File: src/rtl/a2d_spi_serf.sv
// a2d_spi_serf
//   SPI serf that stands in for the board's 8-channel 12-bit A2D converter.
//   A 16-bit command arriving on MOSI selects a channel (bits 13:11); the
//   sample for the channel that was current when SS_n fell is returned on
//   MISO, MSB first, as {4'h0, smpl}. This gives the converter's
//   one-transaction pipeline.
//
// Parameters
//   RST_CHNL      channel selected out of reset
//   MIN_HALF_SCLK minimum SCLK half-period (clk cycles); assertion only
//
// Ports
//   clk, rst_n    system clock, asynchronous active-low reset
//   SS_n          serf select from monarch, active low
//   SCLK          serial clock from monarch, idles high
//   MOSI          command data, MSB first
//   MISO          response data, MSB first; 0 while SS_n is high
//   chnnl         channel from the last accepted command
//   smpl          sample value for chnnl, supplied externally
//   cmd_vld       one-clk pulse when a full 16-bit command is accepted
//   prot_err      one-clk pulse on a malformed transaction
//
// Build option
//   A2D_SERF_CHK_EN  when defined, reserved command bits must be zero and a
//                    simulation assertion checks the SCLK half-period.
module a2d_spi_serf #(
  parameter logic [2:0] RST_CHNL      = 3'd0,
  parameter int         MIN_HALF_SCLK = 4
) (
  input  logic        clk,
  input  logic        rst_n,
  input  logic        SS_n,
  input  logic        SCLK,
  input  logic        MOSI,
  output logic        MISO,
  output logic [2:0]  chnnl,
  input  logic [11:0] smpl,
  output logic        cmd_vld,
  output logic        prot_err
);

  typedef enum logic [1:0] {IDLE, SHIFT, DONE} state_t;

  state_t      state, state_nxt;

  logic        ss_n_ff1, ss_n_ff2, ss_n_ff3;
  logic        sclk_ff1, sclk_ff2, sclk_ff3;
  logic        mosi_ff1, mosi_ff2, mosi_ff3;
  logic        ss_fall, ss_rise, sclk_rise, sclk_fall;

  logic [15:0] tx_shft, rx_shft;
  logic [4:0]  bit_cnt;
  logic        extra_rise;
  logic        cmd_ok;
  logic        chnnl_ld;

  // Two-flop synchronizers plus a history flop for edge detection.
  always_ff @(posedge clk or negedge rst_n) begin
    if (!rst_n) begin
      ss_n_ff1 <= 1'b1;
      ss_n_ff2 <= 1'b1;
      ss_n_ff3 <= 1'b1;
      sclk_ff1 <= 1'b1;
      sclk_ff2 <= 1'b1;
      sclk_ff3 <= 1'b1;
      mosi_ff1 <= 1'b0;
      mosi_ff2 <= 1'b0;
      mosi_ff3 <= 1'b0;
    end else begin
      ss_n_ff1 <= SS_n;
      ss_n_ff2 <= ss_n_ff1;
      ss_n_ff3 <= ss_n_ff2;
      sclk_ff1 <= SCLK;
      sclk_ff2 <= sclk_ff1;
      sclk_ff3 <= sclk_ff2;
      mosi_ff1 <= MOSI;
      mosi_ff2 <= mosi_ff1;
      mosi_ff3 <= mosi_ff2;
    end
  end

  assign ss_fall   =  ss_n_ff3 & ~ss_n_ff2;
  assign ss_rise   = ~ss_n_ff3 &  ss_n_ff2;
  assign sclk_rise = ~sclk_ff3 &  sclk_ff2;
  assign sclk_fall =  sclk_ff3 & ~sclk_ff2;

`ifdef A2D_SERF_CHK_EN
  assign cmd_ok = (rx_shft[15:14] == 2'b00) && (rx_shft[10:0] == 11'h000);
`else
  logic unused_rsvd;
  assign cmd_ok      = 1'b1;
  assign unused_rsvd = ^{rx_shft[15:14], rx_shft[10:0], MIN_HALF_SCLK[0]};
`endif

  always_ff @(posedge clk or negedge rst_n) begin
    if (!rst_n) state <= IDLE;
    else        state <= state_nxt;
  end

  always_comb begin
    state_nxt = state;
    cmd_vld   = 1'b0;
    prot_err  = 1'b0;
    chnnl_ld  = 1'b0;
    case (state)
      IDLE:  if (ss_fall) state_nxt = SHIFT;
      SHIFT: if (ss_rise) state_nxt = DONE;
      DONE: begin
        state_nxt = IDLE;
        if ((bit_cnt == 5'd16) && !extra_rise && cmd_ok) begin
          cmd_vld  = 1'b1;
          chnnl_ld = 1'b1;
        end else begin
          prot_err = 1'b1;
        end
      end
      default: state_nxt = IDLE;
    endcase
  end

  // An SS_n rise wins over an SCLK edge seen in the same clk; the edge is
  // dropped. The first SCLK fall (bit_cnt == 0) is skipped so bit 15 stays
  // on MISO until the first rise.
  always_ff @(posedge clk or negedge rst_n) begin
    if (!rst_n) begin
      tx_shft    <= '0;
      rx_shft    <= '0;
      bit_cnt    <= '0;
      extra_rise <= 1'b0;
      chnnl      <= RST_CHNL;
    end else begin
      if (chnnl_ld) chnnl <= rx_shft[13:11];
      case (state)
        IDLE: begin
          if (ss_fall) begin
            tx_shft    <= {4'h0, smpl};
            rx_shft    <= '0;
            bit_cnt    <= '0;
            extra_rise <= 1'b0;
          end
        end
        SHIFT: begin
          if (!ss_rise) begin
            if (sclk_rise) begin
              rx_shft <= {rx_shft[14:0], mosi_ff3};
              if (bit_cnt == 5'd16) extra_rise <= 1'b1;
              else                  bit_cnt    <= bit_cnt + 5'd1;
            end else if (sclk_fall && (bit_cnt != 5'd0)) begin
              tx_shft <= {tx_shft[14:0], 1'b0};
            end
          end
        end
        default: ;
      endcase
    end
  end

  assign MISO = ~ss_n_ff2 & tx_shft[15];

`ifdef A2D_SERF_CHK_EN
  logic [7:0] half_cnt;

  always_ff @(posedge clk or negedge rst_n) begin
    if (!rst_n)                      half_cnt <= '1;
    else if (sclk_rise || sclk_fall) half_cnt <= '0;
    else if (half_cnt != 8'hFF)      half_cnt <= half_cnt + 8'd1;
  end

  // half_cnt reads N-1 at an edge that follows the previous one by N clks.
  a_half_sclk: assert property (@(posedge clk) disable iff (!rst_n)
    ((state == SHIFT) && (sclk_rise || sclk_fall)) |->
      ({24'd0, half_cnt} >= 32'(MIN_HALF_SCLK - 1)));
`endif

endmodule

File: config.mk
export PLATFORM = sky130hd
export DESIGN_NAME = a2d_spi_serf
export DESIGN_NICKNAME = d
export VERILOG_FILES = /design/src/rtl/a2d_spi_serf.sv
export SDC_FILE = /design/constraint.sdc
export NUM_CORES = 1
export LEC_CHECK = 0
export CORE_MARGIN = 2
export CORE_UTILIZATION = 50
export CTS_CLUSTER_DIAMETER = 100
export DETAILED_ROUTE_END_ITERATION = 8
export PLACE_DENSITY = 0.75
export SYNTH_ARGS = -nofsm -noshare
export SYNTH_HDL_FRONTEND = slang
export SYNTH_SLANG_ARGS = --single-unit
File: constraint.sdc
create_clock -name clk -period 1.8 [get_ports clk]
set_input_delay 0.36 -clock clk [delete_from_list [all_inputs] [get_ports clk]]
set_output_delay 0.36 -clock clk [all_outputs]
set_load 0.05 [all_outputs]
==> results of run 1 <==
-- cells in the mapped netlist (3+ instances only) --
| library cell | number | share of area [%] |
|---|---|---|
| a22oi_1 | 11 | 3.9 |
| a32o_1 | 5 | 2.4 |
| clkbuf_1 | 5 | 0.89 |
| dfrtp_1 | 44 | 52 |
| dfstp_2 | 6 | 7.5 |
| inv_1 | 4 | 0.71 |
| mux2_2 | 3 | 1.6 |
| nand2_1 | 35 | 6.2 |
| nand2b_1 | 4 | 1.2 |
| nand3_1 | 4 | 0.95 |
| nor2_1 | 5 | 0.89 |
| nor2b_1 | 3 | 0.89 |
| o21ai_0 | 15 | 3.6 |
| o2bb2ai_1 | 11 | 4.6 |
-- where the power goes --
group	switching, mW	internal [mW]	leakage (nW)
sequential	0.0850	1.26	0.648
combinational	0.245	0.242	0.397
clock	0.339	0.314	0.0455
-- kinds of logic after synthesis --
group	synth area share, %
flip-flops	59.8
adder cells (fa/ha/maj)	1.19
AO/OA/AOI/OAI	18.2
AND/OR/NAND/NOR	15.6
multiplexers	2.08
buffers and inverters	3.15
-- critical path: stages, from the launching register on --
cell	delay (ps)
dfrtp_1	390
inv_2	70
ha_4	140
buf_6	90
nand4bb_4	140
nor3_4	190
buf_12	170
-- placed cells by master (no fill, tap or decap), types with 2 or more instances in the layout --
cell	n
buf_12	3
o21ai_0	15
dfstp_2	6
nand2b_1	4
a32o_1	5
clkbuf_1	2
inv_2	2
clkbuf_8	6
inv_1	2
buf_4	17
clkdlybuf4s50_1	15
a22oi_1	11
nor4b_2	2
nand2_1	35
nor2_2	2
dfrtp_1	44
o21ai_1	2
o2bb2ai_1	11
nor2b_1	3
nor2_1	3
mux2_2	3
o31a_1	2
nand3_1	4
-- per-layer routing --
layer  vias to the layer above  share of wire, %  global-route usage [%]
li1                        717                 -                       -
met1                       742                43                    25.3
met2                        41                50                    32.9
met3                        10               4.8                    5.36
met4                         0               2.5                    8.82
met5                         -                 0                       0
-- registers in the layout (all words and copies together) (netlist names), 2 cells and up --
register,count
bit_cnt,5
rx_shft,14
tx_shft,16
state,2
chnnl,3
-- worst paths after layout --
kind                             from          end  slack (ps)  cells past startpoint
hold reg to reg              mosi_ff2     mosi_ff3         350                      0
min in group clk             mosi_ff2     mosi_ff3         350                      0
setup reg to reg           bit_cnt[0]  tx_shft[15]          10                      6
max in group asynchronous       rst_n     sclk_ff1        1420                      2
hold / removal                  rst_n   bit_cnt[3]          30                      2
setup / recovery           bit_cnt[1]      cmd_vld         -60                      6
-- repair_timing --
item	in CTS	in global routing
resized for setup	2	4
endpoints found under the setup margin	18	20
pin swaps	3	3
gates cloned	0	0
buffers inserted	4	0
-- layout make-up --
type                       count  area, sq um  share of cell area [%]
clock buffer                   8         90.1                    3.46
tap                           50         62.6                    2.41
timing repair buffer          37          354                    13.6
multi-input combinational    119          821                    31.6
inverter                       4         15.0                   0.577
sequential                    50         1260                    48.4
-- stage by stage --
stage	hold slack, ps	setup TNS [ps]	area, sq um	utilization (%)	power (mW)
floorplan	64.4	-53.4	2130	-	1.64
global placement	337	-0.591	2460	61.1	1.80
detailed placement	342	-950	2460	61.1	1.82
CTS	32.2	-285	2590	64.3	2.49
global route	35.4	-619	2600	64.6	2.62
finish	29.9	-103	2600	64.6	2.48
==> key figures, run 1 <==
Timing
  • Setup-failing EPs final: 2
  • Final Skew: 6.72 ps
  • Worst-Margin Slew: 355 ps
  • Slew Limit Fails: 0
  • Final Worst Setup Slack: -58.1 ps
  • Max-slew headroom: 76.3%
  • Final min period: 1860 ps
  • Max Clk Rate: 0.538 GHz
  • RSZ-0062 raised after global routing: true
  • Final count of hold timing violations: 0
  • Final period util: 103%

GRT
  • GRT overflow: 0
  • Initial antenna violation count: 0
  • Gr usage total: 20.2%
  • Global-route wire length before repair: 6.82 mm
  • Vias in the first global route: 1539
  • Largest net degree at the start of global routing: 31

Layout
  • Diodes inserted: 0
  • Final net count: 236
  • Finished Layout Cells: 268
  • Fill cells: 331
  • Layout cells sized above 1: 23.4%
  • Area Growth Syn to Fin: 23.5%

Synth
  • #FFs+latches synth: 50
  • Register area share after synthesis: 59.8%
  • Synth Warn #: 0
  • Predominant post-synthesis flop cell: dfrtp_1
  • Syn Area/Cell: 11.6 sq um
  • FFs w/ async S/R, synth: 100%
  • Cells after synthesis: 182
  • Post-synth net total: 201
  • Cell area after synthesis: 2110 sq um
  • Netlist cell types: 35
  • Post-synth EDFFs: 0

Power and ir drop
  • Leakage: 1.09 nW
  • Power Density: 954 nW/um^2
  • Peak VDD IR: 0.000633 V

Floorplan
  • Die area: 4750 sq um
  • Die Y: 68.9 um
  • Core area: 4030 sq um
  • Io pins: 23
  • # rows: 23
  • Die Width: 68.9 um
  • Initial Util: 52.3%

Clocking
  • Post-CTS Hold Fix Bufs: 0
  • CTS clk-pin slew, worst paths: 80 ps
  • Clk sinks: 50
  • Clock Tree Root: clkbuf_8
  • H-tree levels: 2
  • Max Buffers Root-to-Sink: 2
  • Worst-skew pair later-pin latency: 300 ps
  • TritonCTS Buffers: 5
  • CTS tree: done

Placed design
  • Count of input and output buffers: 22
  • DP HPWL: 2.77 mm
  • Gp weighted congestion: 0.807
  • Dpl ws: -107 ps
  • Placed cell count: 256

Worst setup path
  • Critical path fanouts, max: 4
  • Setup CP Type: reg -> out
  • Worst Setup End Kind: primary output
  • Crit path launch type: flop
  • Worst EP arrival: 1500 ps
  • Critical path data required time: 1440 ps

Route
  • Vias per cell: 5.63
  • Routed Antenna Nets: 0
  • Post-Route WL: 3.92 mm
  • Wirelength per Cell: 14.6 um
  • Drt pass-1 iters: 4
  • Initial DRC count: 109
  • Vias: 1510
  • Residual DRC: 0

Status
  • Failing checks: negative setup slack
  • Status: finished, violations left

Min path
  • Worst hold-check path type: in -> async

Job
  • Max-cap violation count: 0
No activity file was read; power rests on OpenSTA's default activity.
==> run 2, diff against run 1 <==
Settings changed: CORE_UTILIZATION 50 to 55, PLACE_DENSITY 0.75 to 0.78, SLEW_MARGIN from default to 0.
Clock period 1.8 ns to 1.88 ns, I/O delays scaled along.
==> key figures, run 2 (synthesized netlist as in run 1, its figures left out) <==
Layout
  • Diodes inserted: 0
  • Layout cells sized above 1: 22.2%
  • Commonest non-fill, non-tap cell in the layout: dfrtp_1
  • Largest register FFs: 16
  • Final net count: 234
  • Most frequent cells in the layout: dfrtp_1, nand2_1, clkdlybuf4s50_1
  • Post-layout util: 71.3%
  • Fill cells: 259
  • Area Growth Syn to Fin: 24.0%
  • Largest registers: tx_shft x16, rx_shft x14, bit_cnt x5
  • Most flop-heavy register: tx_shft

Timing
  • Final Skew: 9.58 ps
  • Fin Setup TNS: -129 ps
  • Max Clk Rate: 0.513 GHz
  • Final min period: 1950 ps
  • Setup-failing EPs final: 2
  • Final period util: 104%
  • Worst-Margin Slew: 498 ps
  • Final Worst Setup Slack: -68.4 ps
  • Max-slew headroom: 66.8%
  • Final count of hold timing violations: 0
  • Hold WS: 28.7 ps
  • Slew Limit Fails: 0
  • RSZ-0062 raised after global routing: true

Worst setup path
  • Crit-path slowest cell: dfrtp_1
  • Crit path launch type: flop
  • Worst Setup End Kind: primary output
  • Setup CP Type: reg -> out
  • Worst Reg2Reg Path Length in Cells: 6
  • CP cell instances: inv_2, ha_4, nand4bb_4, buf_4, nor2_1, nor2_2, buf_12
  • CP max stage delay: 420 ps
  • Worst EP arrival: 1570 ps
  • Cell class contributing the biggest share of worst-path delay: flip-flops
  • Crit path depth: 7
  • Critical path data required time: 1500 ps
  • Critical path fanouts, max: 4
  • Worst Path Buf+Inv: 3

Route
  • Vias per cell: 5.64
  • Residual DRC: 0
  • Post-Route WL: 3.92 mm
  • Vias: 1489
  • Initial DRC count: 130
  • Wirelength per Cell: 14.9 um
  • Routed Antenna Nets: 0
  • Drt pass-1 iters: 4

Floorplan
  • Io pins: 23
  • Die Width: 65.9 um
  • Initial Util: 57.5%
  • Die area: 4340 sq um
  • Core area: 3660 sq um
  • # rows: 22
  • Die Y: 65.9 um

Power and ir drop
  • Leakage: 1.12 nW
  • Power, Total: 2.41 mW
  • Peak VDD IR: 0.000692 V
  • Power Density: 922 nW/um^2

GRT
  • Vias in the first global route: 1466
  • Initial antenna violation count: 0
  • GRT overflow: 0
  • Global-route wire length before repair: 6.88 mm
  • Largest net degree at the start of global routing: 31
  • Gr usage total: 21.1%

Placed design
  • DP HPWL: 2.65 mm
  • Gp weighted congestion: 0.915
  • Count of input and output buffers: 22

Min path
  • Worst hold-check path type: in -> async

Clocking
  • Clock Tree Root: clkbuf_8
  • Clk sinks: 50
  • Post-CTS Hold Fix Bufs: 0
  • CTS tree: done
  • CTS clk-pin slew, worst paths: 90 ps
  • Max Buffers Root-to-Sink: 2
  • H-tree levels: 2
  • Worst-skew pair later-pin latency: 300 ps
  • TritonCTS Buffers: 5

Status
  • Failing checks: negative setup slack
  • Status: finished, violations left

Job
  • Max-cap violation count: 0
[run 2: metrics by stage]
step,instances,worst slack [ps],instance area (sq um)
floorplan,182,-5.42,2130
global placement,250,59.1,2430
detailed placement,250,-101,2430
CTS,260,-58.1,2560
global route,264,-153,2610
finish,264,-68.4,2610
[run 2: power by group]
part / internal [mW] / switching, mW / total [mW] / leakage (nW)
sequential: 1.20 / 0.0901 / 1.29 / 0.648
clock: 0.303 / 0.342 / 0.644 / 0.0514
combinational: 0.227 / 0.241 / 0.468 / 0.416
[run 2: final cells by class]
class / count / area (sq um) / share of cell area [%]
clock buffers: 6 / 82.6 / 3.16
repair buffers: 35 / 343 / 13.1
flip-flops and latches: 50 / 1260 / 48.2
multi-input cells: 119 / 835 / 32.0
clock inverters: 2 / 17.5 / 0.671
inverters: 4 / 15.0 / 0.575
well taps: 48 / 60.1 / 2.30
[run 2: timing repair]
action / in CTS / in global routing
setup endpoints to repair: 17 / 9
pin swaps: 3 / 2
setup buffers: 2 / 4
gates resized for setup: 4 / 3
[run 2: routing by layer]
layer	track usage (%)	part of all wire, %	vias to the layer above
li1	-	-	718
met1	29.1	45	722
met2	32.8	49	39
met3	4.43	3.8	10
met4	8.59	2.4	0
met5	0	0	-
[run 2: worst paths after layout]
path	endpoint	from	slack, ps
max in group asynchronous	sclk_ff1	rst_n	1260
min in group clk	ss_n_ff2	ss_n_ff1	360
max reg2reg	tx_shft[13]	bit_cnt[0]	90
min	rx_shft[13]	rst_n	30
min reg2reg	ss_n_ff2	ss_n_ff1	360
max	prot_err	bit_cnt[0]	-70
